**config.mk**
```make
export PLATFORM = sky130hd
export DESIGN_NAME = uart_tx_stage
export DESIGN_NICKNAME = d
export VERILOG_FILES = /design/src/rtl/uart_tx_stage.sv
export SDC_FILE = /design/constraint.sdc
export NUM_CORES = 1
export LEC_CHECK = 0
export BUFFER_PORTS_ARGS = -buffer_cell sky130_fd_sc_hd__buf_2
export CAP_MARGIN = 10
export CORE_MARGIN = 3
export CORE_UTILIZATION = 46
export DETAILED_ROUTE_END_ITERATION = 7
export PLACE_DENSITY = 0.69
export REMOVE_ABC_BUFFERS = 1
export SYNTH_ARGS = -nofsm -noshare
export SYNTH_HDL_FRONTEND = slang
export SYNTH_SLANG_ARGS = --single-unit
```
**constraint.sdc**
```tcl
create_clock -name clk -period 1.66 [get_ports clk]
set_input_delay 0.166 -clock clk [delete_from_list [all_inputs] [get_ports clk]]
set_output_delay 0.166 -clock clk [all_outputs]
set_load 0.02 [all_outputs]
```
**src/rtl/uart_tx_stage.sv**
```systemverilog
// 8N1 UART transmitter, LSB first, fed over a valid/ready handshake.
// A one-entry holding register lets the next byte load at the end of the stop bit.
//
// state | meaning
// ------+--------------------------------------------------------------
// IDLE  | line high, waiting for an enabled cycle with the holding reg full
// START | start bit (tx low) for CLKS_PER_BIT enabled cycles
// DATA  | eight data bits, LSB first, CLKS_PER_BIT enabled cycles each
// STOP  | stop bit (tx high); reloads straight into START if a byte waits
module uart_tx_stage #(
   parameter int CLKS_PER_BIT = 16
) (
   input  logic       clk,
   input  logic       rst,
   input  logic       ena,
   input  logic [7:0] in_data,
   input  logic       in_valid,
   output logic       in_ready,
   output logic       tx,
   output logic       busy
);

   localparam int BAUD_W = (CLKS_PER_BIT > 1) ? $clog2(CLKS_PER_BIT) : 1;
   localparam logic [BAUD_W-1:0] BAUD_LAST = BAUD_W'(CLKS_PER_BIT - 1);

   typedef enum logic [1:0] {
      S_IDLE  = 2'd0,
      S_START = 2'd1,
      S_DATA  = 2'd2,
      S_STOP  = 2'd3
   } state_t;

   state_t            state;
   state_t            state_nxt;
   logic [BAUD_W-1:0] baud;
   logic [2:0]        bit_cnt;
   logic [7:0]        shift;
   logic [7:0]        hold;
   logic              hold_full;

   logic              bit_end;
   logic              last_bit;
   logic              load;
   logic              accept;

   logic              tx_nxt;
   logic              shift_adv;
   logic              bit_clr;
   logic              bit_inc;

   assign bit_end  = ena && (state != S_IDLE) && (baud == BAUD_LAST);
   assign last_bit = (bit_cnt == 3'd7);
   // Loading empties the holding register, so in_ready is still low on that edge
   assign load     = ena && hold_full &&
                     ((state == S_IDLE) || ((state == S_STOP) && bit_end));
   assign accept   = in_valid && !hold_full;

   assign in_ready = !hold_full;
   assign busy     = (state != S_IDLE) || hold_full;

   always_ff @(posedge clk or posedge rst) begin
      if (rst) begin
         state <= S_IDLE;
      end else begin
         state <= state_nxt;
      end
   end

   always_comb begin
      state_nxt = state;
      case (state)
         S_IDLE: begin
            if (load) begin
               state_nxt = S_START;
            end
         end
         S_START: begin
            if (bit_end) begin
               state_nxt = S_DATA;
            end
         end
         S_DATA: begin
            if (bit_end && last_bit) begin
               state_nxt = S_STOP;
            end
         end
         S_STOP: begin
            if (load) begin
               state_nxt = S_START;
            end else if (bit_end) begin
               state_nxt = S_IDLE;
            end
         end
         default: state_nxt = S_IDLE;
      endcase
   end

   always_comb begin
      tx_nxt    = tx;
      shift_adv = 1'b0;
      bit_clr   = 1'b0;
      bit_inc   = 1'b0;
      case (state)
         S_IDLE: begin
            tx_nxt = load ? 1'b0 : 1'b1;
         end
         S_START: begin
            if (bit_end) begin
               tx_nxt  = shift[0];
               bit_clr = 1'b1;
            end
         end
         S_DATA: begin
            if (bit_end) begin
               if (last_bit) begin
                  tx_nxt = 1'b1;
               end else begin
                  tx_nxt    = shift[1];
                  shift_adv = 1'b1;
                  bit_inc   = 1'b1;
               end
            end
         end
         S_STOP: begin
            if (bit_end) begin
               tx_nxt = load ? 1'b0 : 1'b1;
            end
         end
         default: tx_nxt = 1'b1;
      endcase
   end

   always_ff @(posedge clk or posedge rst) begin
      if (rst) begin
         tx <= 1'b1;
      end else begin
         tx <= tx_nxt;
      end
   end

   always_ff @(posedge clk or posedge rst) begin
      if (rst) begin
         baud <= '0;
      end else if (load) begin
         baud <= '0;
      end else if (ena && (state != S_IDLE)) begin
         baud <= bit_end ? '0 : baud + BAUD_W'(1);
      end
   end

   always_ff @(posedge clk or posedge rst) begin
      if (rst) begin
         bit_cnt <= 3'd0;
      end else if (bit_clr) begin
         bit_cnt <= 3'd0;
      end else if (bit_inc) begin
         bit_cnt <= bit_cnt + 3'd1;
      end
   end

   always_ff @(posedge clk or posedge rst) begin
      if (rst) begin
         shift <= 8'h00;
      end else if (load) begin
         shift <= hold;
      end else if (shift_adv) begin
         shift <= {1'b0, shift[7:1]};
      end
   end

   // Acceptance ignores ena; load and accept never coincide since one needs
   // hold_full set and the other clear.
   always_ff @(posedge clk or posedge rst) begin
      if (rst) begin
         hold      <= 8'h00;
         hold_full <= 1'b0;
      end else if (accept) begin
         hold      <= in_data;
         hold_full <= 1'b1;
      end else if (load) begin
         hold_full <= 1'b0;
      end
   end

endmodule

```
## Word level (Yosys, flattened, before mapping)

Cells that the tools add are included.

- Add/subtract/negate cells: 2
- Equality and inequality tests: 11
- Multiplexer cells: 26
- Reductions and logical operators: 18

Operator list:

| cell | number |
|---|---|
| 8-bit 2-to-1 mux | 2 |
| 1-bit 2-to-1 mux | 12 |
| 4-bit 2-to-1 mux | 3 |
| 2-bit 2-to-1 mux | 5 |
| 2-bit != test, second input constant | 5 |
| 2-bit nonzero test | 5 |
| 2-bit one-hot mux with 4 select lines | 1 |
| 1-bit logical AND | 7 |
| 3-bit 2-to-1 mux | 2 |
| 4-bit by 1-bit adder with 4-bit output, second input constant | 1 |
| 2-bit == test, second input constant | 2 |
| 4-bit == test, second input constant | 1 |
| 1-bit one-hot mux with 4 select lines | 1 |
| 4-bit AND reduction | 1 |
| 3-bit by 1-bit adder with 3-bit output, second input constant | 1 |
| 3-bit == test, second input constant | 1 |
| 3-bit != test, second input constant | 1 |
| 3-bit AND reduction | 1 |
| 2-bit by 1-bit == test with 1-bit output, second input constant | 1 |
| 2-bit logical NOT | 1 |
| 1-bit logical OR | 2 |
| 1-bit logical NOT | 1 |

- Register bits: 27
- Input port bits: 12
- Word-level logic and storage cells: 64

## Logic depth before layout (Yosys ltp)

- Depth in word-level cells: 9
- Depth in mapped cells: 7
- Depth with buffers taken out: 6

## Worst setup path before layout

No wires, ideal clock.

- Path type: register to register
- From: reg state[0]
- To: reg shift[0]
- Setup time: 124 ps
- Arrival: 1659 ps
- Data required time: 1536 ps
- Setup slack: -123 ps
- Stages on the path, launching flop included: 8
- Clock period less this slack: 1783 ps
- Path through: dfrtp_1 -> inv_1 -> ha_1 -> nand2b_1 -> nor4b_4 -> buf_6 -> mux2i_1 -> o21ai_2

- Cells in the longest elaborated chain, start to end: 7
- Elaborated cells between the ends (all ways): 13

RTL lines:

| element | line | RTL |
|---|---|---|
| from (decl) | 33 | `state_t state;` |
| from (signal assigned) | 65 | `state <= state_nxt;` |
| 2-bit nonzero test | 51 | `assign bit_end = ena && (state != S_IDLE) && (baud == BAUD_LAST);` |
| 1-bit logical AND (2 in series) | 51 |  |
| 1-bit logical AND | 55 | `((state == S_IDLE) \|\| ((state == S_STOP) && bit_end));` |
| 1-bit logical OR | 55 |  |
| 1-bit logical AND | 54 | `assign load = ena && hold_full &&` |
| 8-bit 2-to-1 mux or 2-bit nonzero test (tied branches) | n/a |  |
| to (signal assigned) | 165 | `shift <= hold;` |
| to (signal assigned) | 167 | `shift <= {1'b0, shift[7:1]};` |
| to (decl) | 37 | `logic [7:0] shift;` |

Parallel ways exist; a longest one is shown, timed or not.
A chain may end at the register's enable or synchronous reset.

## Worst setup path in the final report

- From: reg state[1]
- To: reg shift[4]

The elaborated chain is that of the path after synthesis.

==> key figures <==
Worst setup path
  • Reg-to-reg endpoint: shift[4]
  • Worst setup SP type: flip-flop
  • Crit path kind: reg2reg
  • Worst Path Arrival: 2.06 ns
  • R2R depth: 8
  • Critical Path RT: roughly 1.9 ns
  • Crit. End Element: flip-flop
  • Flop-to-flop setup slack: -0.16 ns
  • Critical Path Start: state[1]
  • FF-to-FF Start: state[1]
  • Crit path max fanout: 6

Floorplanning
  • Chip Width: 61.1 um
  • Core area: between 2000 and 3000 um^2
  • # rows: 19
  • Die area: 3740 um^2
  • Initial core utilization: between 40% and 50%
  • Die Y: ~61 um
  • Ports: 15

Power and ir drop
  • P per Cell Area: between 1500 and 2000 nW/um^2
  • Leak pwr: slightly below 0.9 nW
  • Max IR drop VDD: between 1000 and 1500 uV

Logic synthesis
  • Ys Warns: 0
  • Seq cells post-synth: 27
  • Syn Std Cell Area: roughly 1400 um^2
  • Avg Inst Size Synth: roughly 11 um^2
  • Post-synthesis sequential area ratio: slightly below 50%
  • Mapped Cells: 126
  • Synth cell types: 33

Placed design
  • Cells after DPL: 191
  • Pre-CTS setup slack: -0.142 ns
  • Port bufs: 14
  • DP HPWL: between 1500 and 2000 um
  • Global placer's final weighted congestion: roughly 0.8

Clocking
  • CTS tree: yes
  • Clock Tree Buf Depth: 2
  • CTS clock-pin slew for the worst setup and hold paths: around 0.15 ns
  • Root Driver: clkbuf_4
  • Num CTS Buffers: 3
  • Clk_lat worst skew: approximately 0.33 ns
  • Clock sink count: 27
  • Htree depth: 1

Detailed routing
  • First-pass DRT Iterations: 4
  • Vias per inst: approximately 5.4
  • Drt first-iter violations: 34
  • DRT Wirelength: between 3000 and 4000 um
  • Drt drc: 0
  • Antenna viol nets, final: 0
  • Routed length per instance: between 15 and 20 um
  • Vias: ~1100

Global routing
  • Largest net degree at the start of global routing: 28
  • GRT Total Usage: a little under a fifth
  • Most Crowded Layer GR: met2
  • GR Util met1: 24.4%
  • Vias in the first global route: between 1000 and 1500
  • Antenna violations before repair: 0
  • First-pass GRT wire length: slightly above 5000 um
  • Total grt overflow: 0
  • M2 GR Usage: between 30 and 40%
  • GR Layer Usage met3: under 10%

Finish
  • Non-Filler Instances: ~210
  • N_diodes: 0
  • P&R area growth vs syn: 41.9%
  • Layout filler cell count: 195
  • Share of cells above drive strength 1: around 54%
  • Final nets: about 200

STA
  • Setup ws final: -0.156 ns
  • Max frequency: roughly 550 MHz
  • Slew headroom: about 77%
  • Worst-margin pin slew: around 0.35 ns
  • Max-slew violations: 0
  • Tmin final: around 1.8 ns
  • Fin crit share: 109%
  • Hold Vio Cnt, Final: 0
  • Unrepaired setup endpoints after global routing: yes
  • Endpoints failing setup: 14
  • Hold Slack: between 0.04 and 0.05 ns
  • Worst clock skew: ~0.0033 ns

Min path
  • Worst Hold Class: in2reg
  • Hold EP: hold[4]
  • Hold Path Cell Cnt: 2
  • Hold path start: in_data[4]

Status
  • Run status: finished with violations
  • Failing checks: setup timing

Job
  • Max Cap Viol: 0
cell usage in the layout (no fill, tap or decap), types with 4 or more instances in the layout:
cell type,instances
buf_4,32
dfrtp_1,26
nand2_1,13
buf_2,13
mux2_2,9
o21ai_2,7
inv_1,6
nand3_1,4
nor3_1,4
o21ai_0,4
mux2i_1,4
ha_4,4
Yosys cell counts (all sizes together):
library cell  number  share of area [%]
nor4b              1                1.7
a21oi              2               0.98
or4b               1               0.72
nand2             13                3.5
mux2               9                7.2
inv                8                2.1
o311ai             1               0.63
xor2               2                1.3
dfstp              1                1.9
nor3               4                1.4
a2bb2oi            1               0.63
a41oi              1               0.63
ha                 7                6.3
a31oi              2               0.89
a211oi             2                1.1
xnor2              1               0.63
nor2b              1               0.45
nor2               5                1.3
mux2i              8                5.7
and3               1               0.45
o21ai             13                6.5
dfrtp             26                 47
clkbuf             2               0.54
nand3              5                2.1
nand2b             3                1.3
a32o               1               0.72
o31ai              2                1.1
or2                1               0.45
buf                2                1.2
final cells by class:
class                      count  area (um^2)  share of cell area, %
multi-input combinational     87          815                   41.0
sequential                    27          677                   34.1
inverter                       8         30.0                   1.51
timing repair buffer          51          394                   19.9
clock inverter                 1         7.51                  0.378
tap                           31         38.8                   1.95
clock buffer                   3         22.5                   1.13
report_power, final:
group	leakage, nW	internal (mW)	switching, mW
registers	0.325	0.962	0.236
logic	0.527	1.07	0.862
clock network	0.0139	0.0925	0.204
total	0.866	2.12	1.30
worst max-delay path by stage:
| stage | endpoint | slack (ns) | depth (start not counted) |
|---|---|---|---|
| global placement | shift[0] | -0.09 | 7 |
| floorplan | baud[2] | -0.58 | 6 |
| global route | shift[4] | -0.22 | 8 |
| detailed placement | shift[1] | -0.14 | 7 |
| CTS | shift[0] | -0.08 | 7 |
| finish | shift[4] | -0.16 | 8 |
critical path, stage by stage, from the launching register on:
cell	delay [ns]
dfrtp_1	0.42
inv_2	0.07
ha_4	0.17
nand2b_4	0.15
nor4b_4	0.31
buf_4	0.17
buf_12	0.13
mux2i_1	0.22
o21ai_2	0.07
flip-flops by register name (all words and copies together), names as in the netlist:
register / count
hold: 8
shift: 8
baud: 4
bit_cnt: 3
state: 2
hold_full: 1
tx: 1
cell families after synthesis:
group           count (synthesis)  share of synthesized area [%]
buf+inv                        12                           3.85
simple gates                   35                           13.5
flops                          27                           48.4
fa+ha+maj                       7                           6.26
compound gates                 25                           13.1
xor+xnor                        3                           1.88
mux                            17                           13.0
metal layers:
metal | up-vias | part of all wire [%]
met5 | - | 0
met4 | 0 | 1.5
met3 | 4 | 3.5
met2 | 25 | 52
met1 | 556 | 43
li1 | 546 | -
what timing repair did:
item	CTS	global route
setup endpoints to repair	18	19
gates cloned	1	0
hold buffers	1	0
hold endpoints to repair	26	0
resized for setup	21	16
pin swaps	3	4
buffers inserted	5	7
per-stage QoR:
stage | TNS (ns) | area, um^2 | total power, mW | utilization, %
global route | -2.29 | 1980 | 3.68 | 70.1
floorplan | -6.51 | 1380 | 2.04 | -
global placement | -0.787 | 1680 | 2.51 | 59.3
finish | -1.37 | 1980 | 3.43 | 70.1
CTS | -0.614 | 1890 | 3.15 | 66.7
detailed placement | -1.43 | 1680 | 2.58 | 59.3
Power figures use the tool's default switching activity.
